<file path="config.mk">
export PLATFORM = sky130hd
export DESIGN_NAME = rf_xfer_ctrl
export DESIGN_NICKNAME = d
export VERILOG_FILES = /design/src/rtl/rf_xfer_ctrl_pkg.sv /design/src/rtl/rf_sel_decode.sv /design/src/rtl/rf_xfer_ctrl.sv
export SDC_FILE = /design/constraint.sdc
export NUM_CORES = 1
export LEC_CHECK = 0
export CAP_MARGIN = 0
export CORE_AREA = 2 2 77 79
export CTS_CLUSTER_DIAMETER = 120
export CTS_CLUSTER_SIZE = 14
export DETAILED_ROUTE_END_ITERATION = 8
export DIE_AREA = 0 0 79 81
export PLACE_DENSITY_LB_ADDON = 0.12
export SLEW_MARGIN = 30
export SYNTH_ARGS = -nofsm -noshare
export SYNTH_HDL_FRONTEND = slang
export SYNTH_HIERARCHICAL = 1
export SYNTH_SLANG_ARGS = --single-unit
</file>
<file path="constraint.sdc">
create_clock -name clk -period 2.83 [get_ports clk]
set_input_delay 0.566 -clock clk [delete_from_list [all_inputs] [get_ports clk]]
set_output_delay 0.566 -clock clk [all_outputs]
set_load 0.01 [all_outputs]
</file>
<file path="src/rtl/rf_xfer_ctrl_pkg.sv">
// Shared definitions for the register-file transfer controller:
// register codes, command opcodes and controller state encoding.
package rf_xfer_ctrl_pkg;

    localparam logic [2:0] REG_A = 3'd0;
    localparam logic [2:0] REG_B = 3'd1;
    localparam logic [2:0] REG_C = 3'd2;
    localparam logic [2:0] REG_D = 3'd3;
    localparam logic [2:0] REG_F = 3'd4;
    localparam logic [2:0] FREG  = REG_F;

    localparam logic [1:0] OP_MOV = 2'd0;
    localparam logic [1:0] OP_LDI = 2'd1;
    localparam logic [1:0] OP_RD  = 2'd2;
    localparam logic [1:0] OP_SWP = 2'd3;

    typedef enum logic [2:0] {
        StIdle,
        StRdSrc,
        StRdDst,
        StWrDst,
        StWrSrc,
        StDone
    } state_e;

    function automatic logic reg_legal(input logic [2:0] code);
        return code <= REG_F;
    endfunction

endpackage

</file>
<file path="src/rtl/rf_sel_decode.sv">
// Maps a register code plus enable to the one-hot register file selects,
// and flags whether the code names a real register.
module rf_sel_decode
    import rf_xfer_ctrl_pkg::*;
(
    input  logic [2:0] code_i,
    input  logic       en_i,
    output logic       as_o,
    output logic       bs_o,
    output logic       cs_o,
    output logic       ds_o,
    output logic       fs_o,
    output logic       legal_o
);

    always_comb begin
        as_o    = 1'b0;
        bs_o    = 1'b0;
        cs_o    = 1'b0;
        ds_o    = 1'b0;
        fs_o    = 1'b0;
        legal_o = reg_legal(code_i);
        if (en_i) begin
            case (code_i)
                REG_A:   as_o = 1'b1;
                REG_B:   bs_o = 1'b1;
                REG_C:   cs_o = 1'b1;
                REG_D:   ds_o = 1'b1;
                REG_F:   fs_o = 1'b1;
                default: ;
            endcase
        end
    end

endmodule

</file>
<file path="src/rtl/rf_xfer_ctrl.sv">
// Register-transfer initiator: accepts MOV/LDI/RD/SWP commands and sequences
// the register file selects, read/write enables and write data.
module rf_xfer_ctrl
    import rf_xfer_ctrl_pkg::*;
#(
    parameter int unsigned WIDTH = 8,
    parameter logic [2:0]  FREG  = rf_xfer_ctrl_pkg::FREG
) (
    input  logic             clk,
    input  logic             rst,
    input  logic             cmd_valid,
    output logic             cmd_ready,
    input  logic [1:0]       cmd_op,
    input  logic [2:0]       cmd_src,
    input  logic [2:0]       cmd_dst,
    input  logic [WIDTH-1:0] cmd_imm,
    output logic             res_valid,
    output logic             res_err,
    output logic [WIDTH-1:0] res_data,
    output logic [WIDTH-1:0] rf_d,
    output logic             rf_as,
    output logic             rf_bs,
    output logic             rf_cs,
    output logic             rf_ds,
    output logic             rf_fs,
    output logic             rf_re,
    output logic             rf_we,
    input  logic [WIDTH-1:0] rf_p,
    input  logic [WIDTH-1:0] rf_fo
);

    state_e           state_q, state_d;
    logic [1:0]       op_q, op_d;
    logic [2:0]       src_q, src_d;
    logic [2:0]       dst_q, dst_d;
    logic [WIDTH-1:0] imm_q, imm_d;
    logic [WIDTH-1:0] t0_q, t0_d;
    logic [WIDTH-1:0] t1_q, t1_d;
    logic [WIDTH-1:0] res_data_q, res_data_d;
    logic             err_q, err_d;

    logic [2:0]       dec_code;
    logic             dec_en;
    logic             dec_legal;
    logic [2:0]       rd_code;
    logic [WIDTH-1:0] rd_sample;
    logic [WIDTH-1:0] wr_data;
    logic             src_bad;
    logic             dst_bad;

    // In IDLE the decoder sees the incoming dst with selects disabled, so its
    // legal flag doubles as the dst check at acceptance.
    always_comb begin
        dec_code = cmd_dst;
        dec_en   = 1'b0;
        unique case (state_q)
            StRdSrc, StWrSrc: begin
                dec_code = src_q;
                dec_en   = ~rst;
            end
            StRdDst, StWrDst: begin
                dec_code = dst_q;
                dec_en   = ~rst;
            end
            default: ;
        endcase
    end

    rf_sel_decode u_sel_decode (
        .code_i  (dec_code),
        .en_i    (dec_en),
        .as_o    (rf_as),
        .bs_o    (rf_bs),
        .cs_o    (rf_cs),
        .ds_o    (rf_ds),
        .fs_o    (rf_fs),
        .legal_o (dec_legal)
    );

    assign rd_code   = (state_q == StRdDst) ? dst_q : src_q;
    assign rd_sample = (rd_code == FREG) ? rf_fo : rf_p;
    assign wr_data   = (state_q == StWrSrc) ? t1_q : ((op_q == OP_LDI) ? imm_q : t0_q);

    assign src_bad = (cmd_op != OP_LDI) && !reg_legal(cmd_src);
    assign dst_bad = (cmd_op != OP_RD) && !dec_legal;

    // Reset gates the strobes combinationally so an abort never writes.
    assign cmd_ready = (state_q == StIdle) && !rst;
    assign res_valid = (state_q == StDone) && !rst;
    assign res_err   = res_valid && err_q;
    assign res_data  = res_data_q;
    assign rf_re     = !rst && ((state_q == StRdSrc) || (state_q == StRdDst));
    assign rf_we     = !rst && ((state_q == StWrDst) || (state_q == StWrSrc));
    assign rf_d      = rf_we ? wr_data : '0;

    always_comb begin
        state_d    = state_q;
        op_d       = op_q;
        src_d      = src_q;
        dst_d      = dst_q;
        imm_d      = imm_q;
        t0_d       = t0_q;
        t1_d       = t1_q;
        res_data_d = res_data_q;
        err_d      = err_q;
        unique case (state_q)
            StIdle: begin
                if (cmd_valid && cmd_ready) begin
                    op_d  = cmd_op;
                    src_d = cmd_src;
                    dst_d = cmd_dst;
                    imm_d = cmd_imm;
                    if (src_bad || dst_bad) begin
                        err_d   = 1'b1;
                        state_d = StDone;
                    end else begin
                        err_d   = 1'b0;
                        state_d = (cmd_op == OP_LDI) ? StWrDst : StRdSrc;
                    end
                end
            end
            StRdSrc: begin
                t0_d = rd_sample;
                unique case (op_q)
                    OP_RD: begin
                        res_data_d = rd_sample;
                        state_d    = StDone;
                    end
                    OP_SWP:  state_d = StRdDst;
                    default: state_d = StWrDst;
                endcase
            end
            StRdDst: begin
                t1_d    = rd_sample;
                state_d = StWrDst;
            end
            StWrDst: begin
                if (op_q == OP_SWP) begin
                    state_d = StWrSrc;
                end else begin
                    res_data_d = wr_data;
                    state_d    = StDone;
                end
            end
            StWrSrc: begin
                res_data_d = t0_q;
                state_d    = StDone;
            end
            StDone:  state_d = StIdle;
            default: state_d = StIdle;
        endcase
    end

    always_ff @(posedge clk) begin
        if (rst) begin
            state_q    <= StIdle;
            op_q       <= OP_MOV;
            src_q      <= '0;
            dst_q      <= '0;
            imm_q      <= '0;
            t0_q       <= '0;
            t1_q       <= '0;
            res_data_q <= '0;
            err_q      <= 1'b0;
        end else begin
            state_q    <= state_d;
            op_q       <= op_d;
            src_q      <= src_d;
            dst_q      <= dst_d;
            imm_q      <= imm_d;
            t0_q       <= t0_d;
            t1_q       <= t1_d;
            res_data_q <= res_data_d;
            err_q      <= err_d;
        end
    end

endmodule

</file>
==> results.toml <==
[synthesis]
ys.flop_type = "dfxtp_1"
synthArstFlopShare_pct = 0
synth_top_area_share_pct = 36.2
syn-cell-area_sq_mm = 0.00244
synth_area_leaders = "dfxtp_1 36%, mux2i_1 7.4%, a211oi_1 7.4%, nand2_1 5.9%, nand3b_1 5.9%"
netlist-cell-type-count = 42
yosysWarnings = 6
ys_seq_area_share_pct = 36.2
syn_nets = 321
synthesis.instances = 286
synth_edf_count = 0
ys_ff_latch = 44
synth_area_leader_cell = "dfxtp_1"
post_synth.cell_area_avg_sq_um = 8.52

[final_layout]
diodes = 0
syn2layout_area_growth_pct = 34.1
layout-drive-gt1-share_pct = 12.6
nets = 385
fill_cells = 548
seq_area_sq_um = 890
multi_input_area_sq_mm = 0.00144

[critical_path]
cp-startpoint = "state_q[2]"
reg2reg_from = "state_q[2]"
rr_worst_depth = 6
crit_end = "rf_d[5]"
crit_type = "flop to output port"
crit_required_ns = 2.26
startpoint_type = "flop"
r2r-end = "res_data[0]"
cp-end-kind = "output port"
arrival_ns = 2.14
crit_chain = "or3b_1 -> buf_4 -> a211oi_1 -> clkdlybuf4s50_1"
rrSetupSlack_ns = 0.62
slowest_delay_ns = 0.57
path_max_fanout = 25
cpMaxStageDelayCell = "clkdlybuf4s50_1"

[placed_design]
hpwl_mm = 4.55
finalWeightedCongestion = 0.766
portBuffers = 60

[drt]
vias = 2403
vias_per_cell = 5.65
wl_mm = 6.37
drcViolationCount = 0
drt_iter0_drc = 159
drt-pass1-iter-count = 5
wl_per_cell_microns = 15.0
detail-route-antenna-nets = 0

[sta]
rsz0062_at_grt = "no"
setup-violations-final = 0
fin_crit_ns = 2.70
finalHoldViolCount = 0
clock_skew_ns = 0.00549
worst_pin_slew_ns = 0.621
tns_ns = 0
slew_headroom_pct = 58.5
final.period_utilization_pct = 95.6
fmaxAchievable_mhz = 370
maxSlewViolCount = 0

[clocking]
clk_pin_slew_ns = 0.08
cts-root-buf = "clkbuf_8"
cts_tree = "yes"
cts_made_buffers = 5
clock_path_buffers = 2
cts.sinks = 44
ctsResizeCount = 13
cts_hold_buf = 0
h-tree-depth = 2
worstSkewPairLatency_ns = 0.29
post_cts_buffers = 0

[pwr]
finalPower_uw = 2390
swShare_pct = 37.3
peakVddDrop_mv = 0.303
p_leak_uw = 0.00137
p_switching_uw = 891
intPower_uw = 1500
pwr-share-clk_pct = 15.7
power.density_cell_area_mw_per_mm2 = 733
power_frac_comb_pct = 45.0
power_frac_seq_pct = 39.3

[global_routing]
grt_use_total_pct = 20.6
antenna_found_initial = 0
grt_pass1_wl_mm = 10.4
grt_pass1_vias = 2220
grt_max_degree = 26
overflow = 0

[min_path]
min_path_type = "flop to flop"
worstHoldStart = "err_q"
whs_path_depth = 2

[floorplan]
ios = 61
die_h_microns = 81
die_width_microns = 79
num_rows = 28
dieArea_sq_mm = 0.00640
initial_utilization_pct = 42.9
core_area_sq_mm = 0.00568

[outcome]
status = "completed"

[flow_run]
max_cap_viol_count = 0
-- per-stage QoR --
step	hold WS, ns	worst slack (ns)	area, sq um	utilization (%)	instances
after global placement	0.436	-0.100	3160	55.8	418
after detailed placement	0.447	-0.116	3160	55.8	418
after CTS	0.459	0.00892	3250	57.3	425
after global routing	0.484	0.00250	3270	57.5	425
after floorplan	0.432	0.636	2440	-	286
final	0.453	0.125	3270	57.5	425
-- sequential cells by signal, indices dropped and copies added (netlist names) --
signal,cells
imm_q,8
res_data,8
t0_q,8
t1_q,8
dst_q,3
src_q,3
state_q,3
op_q,2
err_q,1
-- worst max-delay path, delay by kind of cell (launching register included) --
family          cells  cell delay, ns
flops               1            0.41
compound gates      1            0.23
simple gates        1            0.40
buf+inv             2            0.81
-- cells in the mapped netlist, types with 2 or more instances --
library cell  count
dfxtp_1          44
nand2_1          38
nor2_1           30
a211oi_1         24
nand3b_1         19
mux2i_1          18
clkbuf_1         11
nor3_1           11
o31ai_1           9
a222oi_1          8
o32ai_1           8
a21oi_1           6
buf_2             6
buf_4             5
o21ai_0           5
a22oi_1           3
and4bb_2          3
inv_1             3
nand2b_1          3
nand3_1           3
nor2b_1           3
nor3b_2           3
a21o_1            2
and2_1            2
nor3b_1           2
-- how the worst min path moves through the flow --
stage	endpoint	slack (ns)
after CTS	err_q	0.46
after detailed placement	err_q	0.45
after floorplan	err_q	0.43
after global routing	err_q	0.48
final	err_q	0.45
after global placement	err_q	0.44
-- cell usage in the layout, fill, tap and decap left out, types with 4 or more instances in the layout --
cell type        netlist  final
nor3_1                11     11
a222oi_1               8      8
clkbuf_8               0      5
a211oi_1              24     23
dfxtp_1               44     41
mux2i_1               18     18
o21ai_0                5      4
a21oi_1                6      6
buf_4                  5     21
nand3b_1              19     19
o31ai_1                9      9
clkdlybuf4s50_1        0     52
nor2_1                30     30
o32ai_1                8      8
dlygate4sd2_1          0      6
nand2_1               38     38
-- layout make-up --
class,count,area share (%)
Tap cell,75,2.87
Timing Repair Buffer,81,23.1
Clock inverter,1,0.153
Multi-Input combinational cell,215,44.0
Sequential cell,44,27.2
Clock buffer,6,2.22
Inverter,3,0.345
-- per-layer routing --
| metal | routed length (microns) | GRT usage, % |
|---|---|---|
| met5 | 0 | 0 |
| met4 | 116 | 6.21 |
| met3 | 318 | 4.11 |
| met2 | 3070 | 37.6 |
| met1 | 2860 | 24.3 |
-- kinds of logic (layout without fill, tap and decap cells) --
family                    count (synthesis)  count (layout)  share of synthesized area [%]
and+or+nand+nor                         123             123                           27.3
muxes                                    19              19                           8.32
DFF                                      44              44                           36.2
AOI/OAI and AO/OA                        72              72                           22.3
xor gates and xnor gates                  1               1                          0.360
buffers and inverters                    27              91                           5.55
-- power by group through the flow --
stage	clock network [uW]	logic, uW	registers [uW]
floorplan	0	687	915
global placement	0	1060	944
detailed placement	0	1080	943
CTS	380	1080	934
global route	411	1190	963
finish	376	1080	939
(Power assumes the default switching activity.)
